<file path="src/rtl/sdp_asym_pkg.sv">
// Shared definitions for the asymmetric SDP RAM read-side line unpacker.
package sdp_asym_pkg;

  // Narrow words per wide RAM line, and the index width that selects one.
  localparam int unsigned LANES     = 4;
  localparam int unsigned LANE_BITS = 2;

  typedef enum logic [2:0] {
    IDLE,
    ISSUE,
    CAPTURE,
    DRAIN,
    FINISH
  } state_t;

  // Wide line address holding a given narrow address (caller truncates to ABITS-2).
  function automatic logic [31:0] line_addr(input logic [31:0] narrow_addr);
    return narrow_addr >> LANE_BITS;
  endfunction

endpackage

</file>
<file path="src/rtl/sdp_asym_line_unpacker_lane_serializer.sv">
// Line buffer plus lane counter: presents one captured wide line as a
// lane-0-first narrow valid/ready stream.
module lane_serializer
  import sdp_asym_pkg::*;
#(
  parameter int unsigned DBITS = 8
) (
  input  logic                   clk,
  input  logic                   rst,
  input  logic                   load,
  input  logic [LANES*DBITS-1:0] rd,
  input  logic                   m_ready,
  output logic                   m_valid,
  output logic [DBITS-1:0]       m_data,
  output logic                   last_lane
);

  logic [LANES*DBITS-1:0] line_buf;
  logic [LANE_BITS-1:0]   lane;
  logic                   valid;

  // Capture a new line on load; step through lanes on each accepted word.
  always_ff @(posedge clk or posedge rst) begin
    if (rst) begin
      line_buf <= '0;
      lane     <= '0;
      valid    <= 1'b0;
    end else if (load) begin
      line_buf <= rd;
      lane     <= '0;
      valid    <= 1'b1;
    end else if (valid && m_ready) begin
      lane <= lane + 1'b1;
      if (last_lane) valid <= 1'b0;
    end
  end

  // Lane select and final-lane flag.
  always_comb begin
    m_data    = line_buf[lane*DBITS +: DBITS];
    last_lane = (lane == LANE_BITS'(LANES - 1));
  end

  assign m_valid = valid;

endmodule

</file>
<file path="src/rtl/sdp_asym_line_unpacker.sv">
// Read-side stage for the asymmetric SDP RAM: issues wide line reads,
// captures each line, and streams it out as narrow words in address order.
module sdp_asym_line_unpacker
  import sdp_asym_pkg::*;
#(
  parameter int unsigned ABITS = 10,
  parameter int unsigned DBITS = 8,
  parameter int unsigned LANES = 4
) (
  input  logic                 clk,
  input  logic                 rst,
  input  logic                 start,
  input  logic [ABITS-3:0]     base_ra,
  input  logic [ABITS-2:0]     num_lines,
  output logic                 busy,
  output logic                 done,
  output logic [ABITS-3:0]     ra,
  input  logic [4*DBITS-1:0]   rd,
  output logic [DBITS-1:0]     m_data,
  output logic                 m_valid,
  input  logic                 m_ready,
  output logic                 m_last
);

  if (LANES != sdp_asym_pkg::LANES) begin : g_bad_lanes
    $error("sdp_asym_line_unpacker: LANES must be 4");
  end

  localparam logic [ABITS-2:0] REM_ONE = (ABITS-1)'(1);

  state_t           state, state_nx;
  logic [ABITS-2:0] remaining;
  logic             load;
  logic             last_lane;
  logic             line_end;

  // A line ends when its final lane is accepted downstream.
  assign line_end = m_valid && m_ready && last_lane;

  // State register.
  always_ff @(posedge clk or posedge rst) begin
    if (rst) state <= IDLE;
    else     state <= state_nx;
  end

  // Next-state logic and buffer load strobe.
  always_comb begin
    state_nx = state;
    load     = 1'b0;
    case (state)
      IDLE: begin
        if (start) state_nx = (num_lines != '0) ? ISSUE : FINISH;
      end
      ISSUE:   state_nx = CAPTURE;
      CAPTURE: begin
        load     = 1'b1;
        state_nx = DRAIN;
      end
      DRAIN: begin
        if (line_end) state_nx = (remaining > REM_ONE) ? ISSUE : FINISH;
      end
      FINISH:  state_nx = IDLE;
      default: state_nx = IDLE;
    endcase
  end

  // Line address and remaining-line counter; ra wraps modulo the line count.
  always_ff @(posedge clk or posedge rst) begin
    if (rst) begin
      ra        <= '0;
      remaining <= '0;
    end else if (state == IDLE && start && num_lines != '0) begin
      ra        <= base_ra;
      remaining <= num_lines;
    end else if (state == DRAIN && line_end && remaining > REM_ONE) begin
      ra        <= ra + 1'b1;
      remaining <= remaining - 1'b1;
    end
  end

  // Status decoded straight from the state register.
  always_comb begin
    busy   = (state == ISSUE) || (state == CAPTURE) || (state == DRAIN);
    done   = (state == FINISH);
    m_last = m_valid && last_lane && (remaining == REM_ONE);
  end

  lane_serializer #(
    .DBITS (DBITS)
  ) u_ser (
    .clk       (clk),
    .rst       (rst),
    .load      (load),
    .rd        (rd),
    .m_ready   (m_ready),
    .m_valid   (m_valid),
    .m_data    (m_data),
    .last_lane (last_lane)
  );

endmodule

</file>
<file path="config.mk">
export PLATFORM = sky130hd
export DESIGN_NAME = sdp_asym_line_unpacker
export DESIGN_NICKNAME = d
export VERILOG_FILES = /design/src/rtl/sdp_asym_pkg.sv /design/src/rtl/sdp_asym_line_unpacker_lane_serializer.sv /design/src/rtl/sdp_asym_line_unpacker.sv
export SDC_FILE = /design/constraint.sdc
export NUM_CORES = 1
export LEC_CHECK = 0
export ABC_AREA = 1
export BUFFER_PORTS_ARGS = -buffer_cell sky130_fd_sc_hd__clkbuf_2
export CAP_MARGIN = 10
export CORE_MARGIN = 2
export CORE_UTILIZATION = 49
export DETAILED_ROUTE_END_ITERATION = 7
export GPL_ROUTABILITY_DRIVEN = 1
export PLACE_DENSITY = 0.88
export REMOVE_ABC_BUFFERS = 1
export SETUP_SLACK_MARGIN = 0.2
export SYNTH_ARGS = -nofsm -noshare
export SYNTH_HDL_FRONTEND = slang
export SYNTH_SLANG_ARGS = --single-unit
</file>
<file path="constraint.sdc">
create_clock -name clk -period 1.56 [get_ports clk]
set_input_delay 0.312 -clock clk [delete_from_list [all_inputs] [get_ports clk]]
set_output_delay 0.312 -clock clk [all_outputs]
set_load 0.005 [all_outputs]
</file>
* Yosys cells after proc, flatten, opt, wreduce, memory -nomap -nowiden
Cells that the tools add are included.
Storage, ports and cells: logic and storage cells 51, output and inout port bits 20, input bits 53, register bits 55
Operators by class: add/subtract/negate cells 3, muxes and demuxes 15, order comparisons 1, reductions and logical operators 17, shift-type cells 1, equal/unequal tests 8
Operator list (count):
- 32-bit by 6-bit variable part select with 8-bit output | 1
- 9-bit two-way mux | 2
- 8-bit two-way mux | 2
- 3-bit two-way mux | 4
- 3-bit one-hot mux with 4 select lines | 1
- 9-bit by 1-bit equality test with 1-bit output, second input constant | 1
- 9-bit by 1-bit > comparator with 1-bit output, second input constant | 1
- 9-bit nonzero test | 1
- 9-bit by 1-bit subtractor with 9-bit output, second input constant | 1
- 8-bit by 1-bit adder with 8-bit output, second input constant | 1
- 1-bit logical AND | 8
- 3-bit by 2-bit equality test with 1-bit output, second input constant | 2
- 2-bit nonzero test | 3
- 1-bit two-way mux | 4
- 2-bit two-way mux | 2
- 2-bit inequality test, second input constant | 2
- 2-bit AND reduction | 2
- 3-bit by 1-bit equality test with 1-bit output, second input constant | 1
- 3-bit equality test, second input constant | 1
- 3-bit zero test | 1
- 2-bit by 1-bit adder with 2-bit output, second input constant | 1
- 2-bit equality test, second input constant | 1
- 1-bit logical OR | 2

* Longest topological paths before layout
word-level depth 6, depth in mapped cells 11, depth with buffers taken out 10

* Modules after synthesis
From an unflattened synthesis, not the netlist that was laid out.
Unflattened totals: cells, all modules 461, area, all modules 3420.8 sq um
By module, submodules not included:
- sdp_asym_line_unpacker | area each 1756.7 sq um, instances 1, cells an instance 247
- lane_serializer | area each 1664.1 sq um, instances 1, cells an instance 214

* Worst setup path before layout
No wires, ideal clock.
kind register to register, from register u_ser.lane[1], to register ra[2], cell stages (with the launch flop) 12, path buffers 1, library setup time 117 ps, arrival 1376 ps, slack 67 ps, path through dfrtp_1 -> ha_1 -> inv_1 -> nor2_1 -> inv_1 -> nor2_2 -> nand3_4 -> nand2_8 -> inv_4 -> buf_6 -> nand2_1 -> nand2_1
Between the ends: longest elaborated chain between the ends 5
Ends and longest elaborated chain:
- start, declared | RTL line sdp_asym_line_unpacker_lane_serializer.sv:19 | logic [LANE_BITS-1:0] lane;
- start signal, assigned | RTL line sdp_asym_line_unpacker_lane_serializer.sv:33 | lane <= lane + 1'b1;
- 2-bit equality test | RTL line sdp_asym_line_unpacker_lane_serializer.sv:41 | last_lane = (lane == LANE_BITS'(LANES - 1));
- 1-bit logical AND | RTL line sdp_asym_line_unpacker.sv:38 | assign line_end = m_valid && m_ready && last_lane;
- 1-bit logical AND (2 in series) | RTL line sdp_asym_line_unpacker.sv:75 | end else if (state == DRAIN && line_end && remaining > REM_ONE) begin
- 2-bit nonzero test (no source line)
- end signal, assigned | RTL line sdp_asym_line_unpacker.sv:73 | ra <= base_ra;
- end signal, assigned | RTL line sdp_asym_line_unpacker.sv:76 | ra <= ra + 1'b1;
- end, declared | RTL line sdp_asym_line_unpacker.sv:17 | output logic [ABITS-3:0] ra,
No other way between the ends. A chain may end at the register's enable or synchronous reset.

* Worst setup path after layout
from register remaining[1], to output m_last
Between the ends: longest elaborated chain between the ends 2
Ends and longest elaborated chain:
- start, declared | RTL line sdp_asym_line_unpacker.sv:32 | logic [ABITS-2:0] remaining;
- start signal, assigned | RTL line sdp_asym_line_unpacker.sv:74 | remaining <= num_lines;
- start signal, assigned | RTL line sdp_asym_line_unpacker.sv:77 | remaining <= remaining - 1'b1;
- 9-bit by 1-bit equality test with 1-bit output | RTL line sdp_asym_line_unpacker.sv:85 | m_last = m_valid && last_lane && (remaining == REM_ONE);
- 1-bit logical AND | RTL line sdp_asym_line_unpacker.sv:85
- end, declared | RTL line sdp_asym_line_unpacker.sv:22 | output logic m_last
No other way between the ends.

==> summary.txt <==
Setup path
  – CP max stage delay: 0.43 ns
  – Worst EP required: 1.25 ns
  – Setup CP Type: reg -> out
  – Slowest CP cell: dfrtp_1
  – Crit-path cells: inv_2 -> ha_4 -> nand2_2 -> nor2_4 -> nand2_2 -> nor3_4 -> clkbuf_2
  – Crit start category: flip-flop
  – Critical Path Fanout Max: 3
  – Worst path most repeated cell: nand2_2
  – Worst Path Buf+Inv: 2
  – CP top delay family: flip-flops
  – Kind of end point of the critical path: output port
  – WP data arrival: 1.52 ns

Layout
  – Share of layout cells above drive strength 1: 33.7%
  – FILL cells: 487
  – Layout Nets: 602
  – Layout Cells excl Fill: 623
  – Commonest non-fill, non-tap cell in the layout: nand2_1
  – Antenna Cells: 0
  – Most frequent cells in the layout: nand2_1, clkbuf_2, dfrtp_1
  – Area Growth Syn to Fin: 38.8%

Timing
  – Actual slew at the worst max-slew pin: 0.304 ns
  – Final Hold Viols: 0
  – Tmin final: 1.83 ns
  – Tightest hold margin: 0.0207 ns
  – Final Skew: 0.0124 ns
  – Slew headroom: 79.8%
  – Setup-failing EPs final: 26
  – Fmax: 546 MHz
  – Tcrit/Tclk final: 117%
  – Pins over their slew limit: 0
  – PnR worst setup slack: -0.271 ns
  – RSZ-0062 raised after global routing: yes

Place
  – Placed Cells: 593
  – Hpwl dp: 5250 um
  – Routability cong.: 0.889
  – Port bufs: 72
  – Worst Setup Slack post-DPL: -0.0254 ns

Floorplan
  – Die area: 7030 um2
  – Core area: 6240 um2
  – Die Ht: 83.9 um
  – Starting Density: 50.1%
  – DIE WIDTH: 83.9 um
  – Top-level I/O count: 73
  – Row count: 29

Clock network
  – CTS Buffer Depth: 2
  – Num CTS Buffers: 5
  – Clock sink count: 55
  – TritonCTS clock tree: done
  – Clock Latency Late Sink: 0.31 ns
  – Clock transition at path regs: 0.10 ns
  – Post-CTS Hold Buffers: 0
  – Htree depth: 2
  – Clock root buffer: clkbuf_8

Synth
  – EDFF count, synth: 0
  – Mux cell area share after synthesis: 0%
  – Library cells used by synthesis: 26
  – Synth Instances: 448
  – Synthesized-area fraction occupied by adder cells: 1.60%
  – Xor and xnor area share after synthesis: 1.68%
  – Most used DFF post-synth: dfrtp_1
  – Seq/Total Area, Yosys: 44.1%
  – Asr flop ratio synth: 100%
  – Area leader, netlist: dfrtp_1
  – Largest family of logic cells by synthesized area: simple AND/OR/NAND/NOR gates
  – Synthesized area per cell: 6.97 um2
  – Synth Area in Compound Gates: 5.85%
  – Simple logic cell fraction of the synthesized area: 39.8%
  – Synth area leaders: dfrtp_1, nand2_1, nor2_1
  – Mapped cell area: 3120 um2
  – #FFs+latches synth: 55
  – Ys Warns: 0
  – Top-area cell type share of the netlist area: 44.1%

GRT
  – Total congestion overflow: 0
  – Global-route wire length before repair: 14200 um
  – Largest net degree at the start of global routing: 56
  – Vias in the first global route: 3148
  – GRT Util Overall: 24.5%
  – Initial antenna violation count: 0

Drt
  – DR WL/cell: 13.8 um
  – Vias per Instance: 5.18
  – DR DRC count: 0
  – Total vias in the final route: 3225
  – Detail Route Antenna Nets: 0
  – Iteration count of the initial detailed-routing pass: 5
  – Total Routed Length: 8580 um
  – Initial drt markers: 150

Hold path
  – HP Class: in -> async

Pwr
  – Pwr Density: 2090 nW/um2
  – P_leak: 0.00234 uW
  – Worst VDD drop: 1.06 mV
  – Total power: 9040 uW

Outcome
  – Failing checks: setup timing
  – Status: finished with violations

Run
  – Max Cap Viol: 0
-- through the flow --
step	util [%]	area (um2)	TNS, ns
global placement	58.1	3630	0
global route	69.5	4340	-5.31
CTS	65.8	4110	-2.09
detailed placement	58.1	3630	-0.0254
floorplan	-	3040	-23.64
finish	69.5	4340	-3.22
-- worst paths after layout --
kind                              startpoint                 end  slack (ns)  cells past startpoint
min in group clk                       rd[5]   u_ser.line_buf[5]        0.20                      3
max in group asynchronous                rst  u_ser.line_buf[24]        1.28                      3
min                                      rst               ra[7]        0.02                      3
min reg2reg                u_ser.line_buf[1]   u_ser.line_buf[1]        0.49                      2
max reg2reg                     remaining[1]        remaining[1]       -0.16                     11
max                             remaining[1]              m_last       -0.27                      7
-- area by class of cell --
| type | instances | area (um2) | share of cell area [%] |
|---|---|---|---|
| Tap cell | 77 | 96.3 | 2.22 |
| Clock buffer | 8 | 100 | 2.31 |
| Timing Repair inverter | 1 | 11.3 | 0.260 |
| Inverter | 34 | 141 | 3.26 |
| Sequential cell | 55 | 1380 | 31.7 |
| Timing Repair Buffer | 102 | 798 | 18.4 |
| Multi-Input combinational cell | 346 | 1810 | 41.8 |
-- worst min-delay path, delay by kind of cell --
family	cells	cell delay, ns
buffers and inverters	3	0.41
-- synth_stat cells (2+ instances only) --
master      n
inv_2       2
xor2_1      4
nand3_1    14
xnor2_1     2
nor2_2      4
buf_6       4
dfrtp_1    55
inv_1      29
ha_1        4
inv_4       2
nor2_1     39
nand2_2     5
o22ai_1     8
clkbuf_1    5
buf_2       4
nor3_1      2
a21oi_1     2
o21ai_0    23
nand2_8     2
nand2_1   231
nand3b_1    2
-- state kept, by name, summed over array words and instances (netlist names) --
| register | count |
|---|---|
| ra | 8 |
| remaining | 9 |
| state | 3 |
| u_ser.lane | 2 |
| u_ser.line_buf | 32 |
| u_ser.m_valid | 1 |
-- routing by layer --
metal	global-route usage [%]	vias up	share of wire, %
li1	-	1570	-
met1	31.3	1525	40
met2	42.4	111	52
met3	4.15	19	5.4
met4	8.06	0	2.3
met5	0	-	0
-- power by group --
group,switching [uW],internal (uW),leakage [uW]
clock,456,407,0.0000515
sequential,630,2090,0.000684
combinational,3000,2470,0.00161
-- cell families after synthesis --
logic type | after synthesis
and+or+nand+nor | 302
buffers and inverters | 47
xor gates and xnor gates | 6
adders and majority gates | 4
AOI/OAI and AO/OA | 34
DFF | 55
-- repair_timing --
action | CTS | global route
gates cloned | 5 | 0
pin swaps | 14 | 12
endpoints found under the setup margin | 60 | 62
resized for setup | 62 | 61
buffers inserted | 13 | 4
endpoints found under the hold margin | 0 | 0
Power figures use the tool's default switching activity.
